[src/rtl/count_tracker.sv]
// Passive monitor for an up/down counter output: infers and locks the counting
// direction, and flags wraps, loads (jumps), holds and reversals.
module count_tracker #(
    parameter int unsigned WIDTH    = 4,
    parameter int unsigned LOCK_CNT = 3,
    parameter int unsigned EVT_W    = 8
) (
    input  logic             clk,
    input  logic             rst,
    input  logic             en,
    input  logic [WIDTH-1:0] q_in,
    output logic             dir,
    output logic             locked,
    output logic             wrap,
    output logic             jump,
    output logic             rev,
    output logic             hold,
    output logic [EVT_W-1:0] evt_cnt,
    output logic [WIDTH-1:0] last_q
);

    localparam int unsigned RUN_W = 4;
    localparam logic [WIDTH-1:0] Q_MAX   = '1;
    localparam logic [EVT_W-1:0] EVT_MAX = '1;
    localparam logic [RUN_W-1:0] RUN_MAX = '1;
    localparam logic [RUN_W-1:0] LOCK_TH = RUN_W'(LOCK_CNT);

    typedef enum logic [1:0] {S_EMPTY, S_ACQ, S_LOCKED} state_t;
    typedef enum logic [1:0] {C_UP, C_DN, C_SAME, C_JUMP} cls_t;

    state_t           state, nxt_state;
    cls_t             cls;
    logic             step_up;
    logic             cand_dir, nxt_cand;
    logic [RUN_W-1:0] run_cnt, nxt_run, run_inc;
    logic [EVT_W-1:0] evt_inc, nxt_evt;
    logic [WIDTH-1:0] nxt_last_q;
    logic             nxt_dir, nxt_locked, nxt_wrap, nxt_jump, nxt_rev, nxt_hold;

    // Classify the new sample against the previous one, modulo 2^WIDTH.
    always_comb begin
        cls = C_JUMP;
        if (q_in == WIDTH'(last_q + WIDTH'(1)))      cls = C_UP;
        else if (q_in == WIDTH'(last_q - WIDTH'(1))) cls = C_DN;
        else if (q_in == last_q)                     cls = C_SAME;
    end

    assign step_up = (cls == C_UP);
    assign run_inc = (run_cnt == RUN_MAX) ? run_cnt : RUN_W'(run_cnt + RUN_W'(1));
    assign evt_inc = (evt_cnt == EVT_MAX) ? evt_cnt : EVT_W'(evt_cnt + EVT_W'(1));

    // Next-state and next-output logic; pulses default low every cycle.
    always_comb begin
        nxt_state  = state;
        nxt_last_q = last_q;
        nxt_cand   = cand_dir;
        nxt_run    = run_cnt;
        nxt_dir    = dir;
        nxt_locked = locked;
        nxt_evt    = evt_cnt;
        nxt_wrap   = 1'b0;
        nxt_jump   = 1'b0;
        nxt_rev    = 1'b0;
        nxt_hold   = 1'b0;

        if (en) begin
            nxt_last_q = q_in;
            unique case (state)
                S_EMPTY: begin
                    nxt_state = S_ACQ;
                    nxt_run   = '0;
                end
                S_ACQ: begin
                    unique case (cls)
                        C_UP, C_DN: begin
                            nxt_cand = step_up;
                            if (run_cnt == '0 || step_up == cand_dir) nxt_run = run_inc;
                            else                                      nxt_run = RUN_W'(1);
                            if (nxt_run >= LOCK_TH) begin
                                nxt_state  = S_LOCKED;
                                nxt_dir    = step_up;
                                nxt_locked = 1'b1;
                            end
                        end
                        C_SAME:  nxt_hold = 1'b1;
                        default: nxt_run  = '0;
                    endcase
                end
                S_LOCKED: begin
                    unique case (cls)
                        C_UP, C_DN: begin
                            if (step_up == dir) begin
                                // A matching unit step wraps only from the boundary value.
                                nxt_wrap = dir ? (last_q == Q_MAX) : (last_q == '0);
                            end else begin
                                nxt_rev    = 1'b1;
                                nxt_evt    = evt_inc;
                                nxt_locked = 1'b0;
                                nxt_state  = S_ACQ;
                                nxt_cand   = step_up;
                                nxt_run    = RUN_W'(1);
                            end
                        end
                        C_SAME: nxt_hold = 1'b1;
                        default: begin
                            nxt_jump = 1'b1;
                            nxt_evt  = evt_inc;
                        end
                    endcase
                end
                default: nxt_state = S_EMPTY;
            endcase
        end
    end

    always_ff @(posedge clk or negedge rst) begin
        if (!rst) begin
            state    <= S_EMPTY;
            last_q   <= '0;
            cand_dir <= 1'b0;
            run_cnt  <= '0;
            dir      <= 1'b0;
            locked   <= 1'b0;
            evt_cnt  <= '0;
            wrap     <= 1'b0;
            jump     <= 1'b0;
            rev      <= 1'b0;
            hold     <= 1'b0;
        end else begin
            state    <= nxt_state;
            last_q   <= nxt_last_q;
            cand_dir <= nxt_cand;
            run_cnt  <= nxt_run;
            dir      <= nxt_dir;
            locked   <= nxt_locked;
            evt_cnt  <= nxt_evt;
            wrap     <= nxt_wrap;
            jump     <= nxt_jump;
            rev      <= nxt_rev;
            hold     <= nxt_hold;
        end
    end

endmodule
[config.mk]
export PLATFORM = sky130hd
export DESIGN_NAME = count_tracker
export DESIGN_NICKNAME = d
export VERILOG_FILES = /design/src/rtl/count_tracker.sv
export SDC_FILE = /design/constraint.sdc
export NUM_CORES = 1
export LEC_CHECK = 0
export ABC_CLOCK_PERIOD_IN_PS = 3150
export BUFFER_PORTS_ARGS = -buffer_cell sky130_fd_sc_hd__buf_4
export CAP_MARGIN = 20
export CORE_AREA = 5 5 68 70
export DETAILED_ROUTE_END_ITERATION = 12
export DIE_AREA = 0 0 73 75
export PLACE_DENSITY = 0.67
export SYNTH_ARGS = -nofsm -noshare
export SYNTH_HDL_FRONTEND = slang
export SYNTH_SLANG_ARGS = --single-unit
[constraint.sdc]
create_clock -name clk -period 3.15 [get_ports clk]
set_clock_uncertainty 0.1 [all_clocks]
set_input_delay 0.4725 -clock clk [delete_from_list [all_inputs] [get_ports clk]]
set_output_delay 0.4725 -clock clk [all_outputs]
set_load 0.01 [all_outputs]
==> results <==
- The number of global-route vias before repair is approximately 1.4k.
- The relative area change from synthesis to final layout is 16.2%.
- The net count of the mapped netlist is about 190.
- The fmax is 0.391 GHz.
- The number of nets in the layout is about 220.
- The launch instance of the worst min-delay path is q_in[0].
- After clock tree synthesis, the setup repair step added 0 buffers.
- The first global-routing pass estimated approximately 6.5 mm of wire.
- In the routed layout, each cell is associated on average with a via count of around 5.6.
- Clock-pin slew was measured on the worst setup and hold paths at around 100 ps.
- The final number of max-transition violations is 0.
- The post-layout instance area is between 2000 and 2500 µm².
- The area used by multi-input combinational logic is a little over 1000 µm².
- The headroom to the max-slew limit is 0.570.
- Summed over all layers, the global routing overflow is 0.
- The clock tree from TritonCTS is yes.
- The hold violation total from the final report is 0.
- Counting every instance in the synthesized netlist gives around 170.
- The start point of the critical path is last_q[0].
- The yosys synthesis warning count is 0.
- Summed over all instances, the cell type with the most area after synthesis is sky130_fd_sc_hd__dfrtp_1.
- In the routed design, unresolved DRC markers number 0.
- The count of different cell masters after synthesis is between 50 and 60.
- The TritonCTS buffer count is 3.
- The register bit count reported by yosys is 25.
- During I/O placement, the number of pins put on the boundary was 25.
- In the layout the commonest cells are 25 x sky130_fd_sc_hd__dfrtp_1, 24 x sky130_fd_sc_hd__buf_4, 16 x sky130_fd_sc_hd__nand2_1.
- STA classifies the critical path startpoint as a register.
- The CTS H-tree depth is 1.
- The leakage dissipation is 0.913 nW.
- The post-place instance area is around 2000 µm².
- The share of the Yosys chip area taken by registers is 0.362.
- Counting the fill cells in the layout gives roughly 370.
- The floorplan die width is roughly 73 µm.
- In the final routed layout, each cell accounts on average for between 15 and 20 µm.
- In this run the vertical extent of the chip is 75 µm.
- At the placement stage, the worst setup path has a slack of approximately 610 ps.
- The die outline area is between 5000 and 6000 µm².
- The count of antenna-violating nets left after detailed routing is 0.
- Routability-driven placement finished with a final weighted congestion of around 0.93.
- The wire length after detailed routing is approximately 3.7 mm.
- The data required time of the critical path is roughly 3200 ps.
- The number of antenna diodes in the final layout is 0.
- Summing internal, switching and leakage power gives 0.00121 W.
- The number of setup violations in the final report is 0.
- The number of DRC markers in iteration 0 is 44.
- The synthesized area is between 1500 and 2000 µm².
- The total of buffers placed on input and output ports is 24.
- The smallest setup slack after layout is roughly 600 ps.
- The aggregate global-route resource usage is 0.147.
- Of the available clock period, the critical path in the final layout requires 0.812.
- Yosys mapped a number of flops with a built-in enable equal to 0.
- The clock drives 25 sinks.
- The ratio of total power to cell area is 604 nW/µm².
- The arrival time at the worst endpoint is 2650 ps.
- Entering global routing, the biggest net connects 26 pins.
- The root buffer cell is sky130_fd_sc_hd__clkbuf_8.
- The kind of path behind the tightest hold check is input pin to register.
- The deepest clock path buffer count is 2.
- The post-synthesis async set-or-reset flop share is 1.00.
- The first TritonRoute pass finished after 4 iterations.
- The worst setup path is captured at a register.
- Each instance of the synthesized netlist takes up on average 10.0 µm².
- Setup repair after global routing left no endpoint under its margin.
- For this configuration, the core starts out at a cell density of 0.441.
- The fraction of final layout cells sized beyond drive strength 1 is 0.218.
- The worst vdd rail ir drop is just over 0.0002 V.
- The worst register-to-register path begins at last_q[0].
- The total negative setup slack is 0 ps.
- Summed over all nets, the half-perimeter wirelength after detailed placement is 2.95 mm.
- The highest fanout seen on the critical path is 6.
- The footprint of the flip-flops and latches is ~630 µm².
- The worst-margin pin slew is 636 ps.
- The region available for standard cell placement spans approximately 3900 µm².
- The type of the worst setup path is register to register.
- The via total after detailed routing is about 1.4k.
- The floorplan has 23 rows.
- The run finished with clean final reports.
- The tool flagged a number of max-cap violations equal to 0.
- The shortest period the worst path allows is 2560 ps.
- The later pin in the worst-skew pair is clocked with a latency of ~270 ps.
- Leaving out fill and tap cells, the most frequent cell in the layout is sky130_fd_sc_hd__dfrtp_1.
- The initial antenna violation count is 0.
- In the post-synthesis netlist, the biggest area contributors are sky130_fd_sc_hd__dfrtp_1 36%, sky130_fd_sc_hd__ha_1 7.2%, sky130_fd_sc_hd__xor2_1 4.1%.
- The share of the synthesized area in the top cell type is 0.362.
- The prevailing post-synth register cell is sky130_fd_sc_hd__dfrtp_1.
power breakdown:
part           internal, W  switching (W)
Combinational     0.000239       0.000307
Clock            0.0000896       0.000109
Sequential        0.000379      0.0000889
Total             0.000707       0.000505
Yosys cell counts (2+ instances only):
cell type                  count
sky130_fd_sc_hd__ha_1         10
sky130_fd_sc_hd__o21ai_0       7
sky130_fd_sc_hd__nor3_1        4
sky130_fd_sc_hd__nor2_1        7
sky130_fd_sc_hd__xor2_1        8
sky130_fd_sc_hd__xnor2_1       7
sky130_fd_sc_hd__nand3_1       8
sky130_fd_sc_hd__and3_1        5
sky130_fd_sc_hd__a31oi_2       2
sky130_fd_sc_hd__inv_1        13
sky130_fd_sc_hd__a21oi_1       8
sky130_fd_sc_hd__a311oi_1      2
sky130_fd_sc_hd__a211oi_1      2
sky130_fd_sc_hd__mux2i_1       2
sky130_fd_sc_hd__nor4b_1       2
sky130_fd_sc_hd__nand2_1      16
sky130_fd_sc_hd__xnor3_1       2
sky130_fd_sc_hd__o21bai_1      2
sky130_fd_sc_hd__a31oi_1       3
sky130_fd_sc_hd__clkbuf_1      3
sky130_fd_sc_hd__nand4_1       3
sky130_fd_sc_hd__dfrtp_1      25
sky130_fd_sc_hd__and2b_1       2
sky130_fd_sc_hd__mux2_2        2
registers in the layout, summed over array words and instances (netlist names):
name and cells:
cand_dir 1, dir 1, evt_cnt 8, hold 1
jump 1, last_q 4, locked 1, rev 1
run_cnt 4, state 2, wrap 1
logic make-up after synthesis:
family / Yosys count / share of synthesized area
compound gates: 39 / 0.173
mux: 4 / 0.0246
simple gates: 57 / 0.189
buf+inv: 17 / 0.0413
flops: 25 / 0.362
fa+ha+maj: 10 / 0.0725
xor+xnor: 20 / 0.137
through the flow:
stage	std cells	hold WS (ps)	util
after floorplan	172	76.9	-
after CTS	247	340	0.512
after global placement	242	293	0.497
final	247	341	0.512
after global routing	247	344	0.512
after detailed placement	242	301	0.497
worst max-delay path, stage by stage (launching register included):
cell	delay, ps
sky130_fd_sc_hd__dfrtp_1	500
sky130_fd_sc_hd__inv_1	120
sky130_fd_sc_hd__ha_1	350
sky130_fd_sc_hd__xnor2_1	250
sky130_fd_sc_hd__and3_4	270
sky130_fd_sc_hd__nand2_1	130
sky130_fd_sc_hd__a311oi_2	370
sky130_fd_sc_hd__and2b_1	190
sky130_fd_sc_hd__mux2i_1	200
metal layers:
layer	vias to the layer above	GRT usage	wire [µm]
met5	-	0	0
met4	0	0.0205	17
met3	2	0.0227	198
met2	36	0.258	1850
met1	687	0.195	1640
li1	668	-	-
what timing repair did:
item	CTS	global route
gates resized for setup	0	0
hold endpoints to repair	1	0
hold buffers	1	0
worst paths after layout:
kind                       cells after the start          to  slack (ps)
max reg2reg                                    8    cand_dir         590
min                                            3   last_q[0]         340
min reg2reg                                    1  evt_cnt[5]         400
max in group asynchronous                      2  run_cnt[3]        2160
min in group asynchronous                      2        jump         540
max                                            8    cand_dir         590
area by class of cell:
cell class,instances,area share
clock buffer,3,0.0206
clock inverter,1,0.00374
inverter,13,0.0243
multi-input combinational,130,0.513
sequential,25,0.312
tap,50,0.0312
timing repair buffer,25,0.0948
No activity file was read; power rests on OpenSTA's default activity.
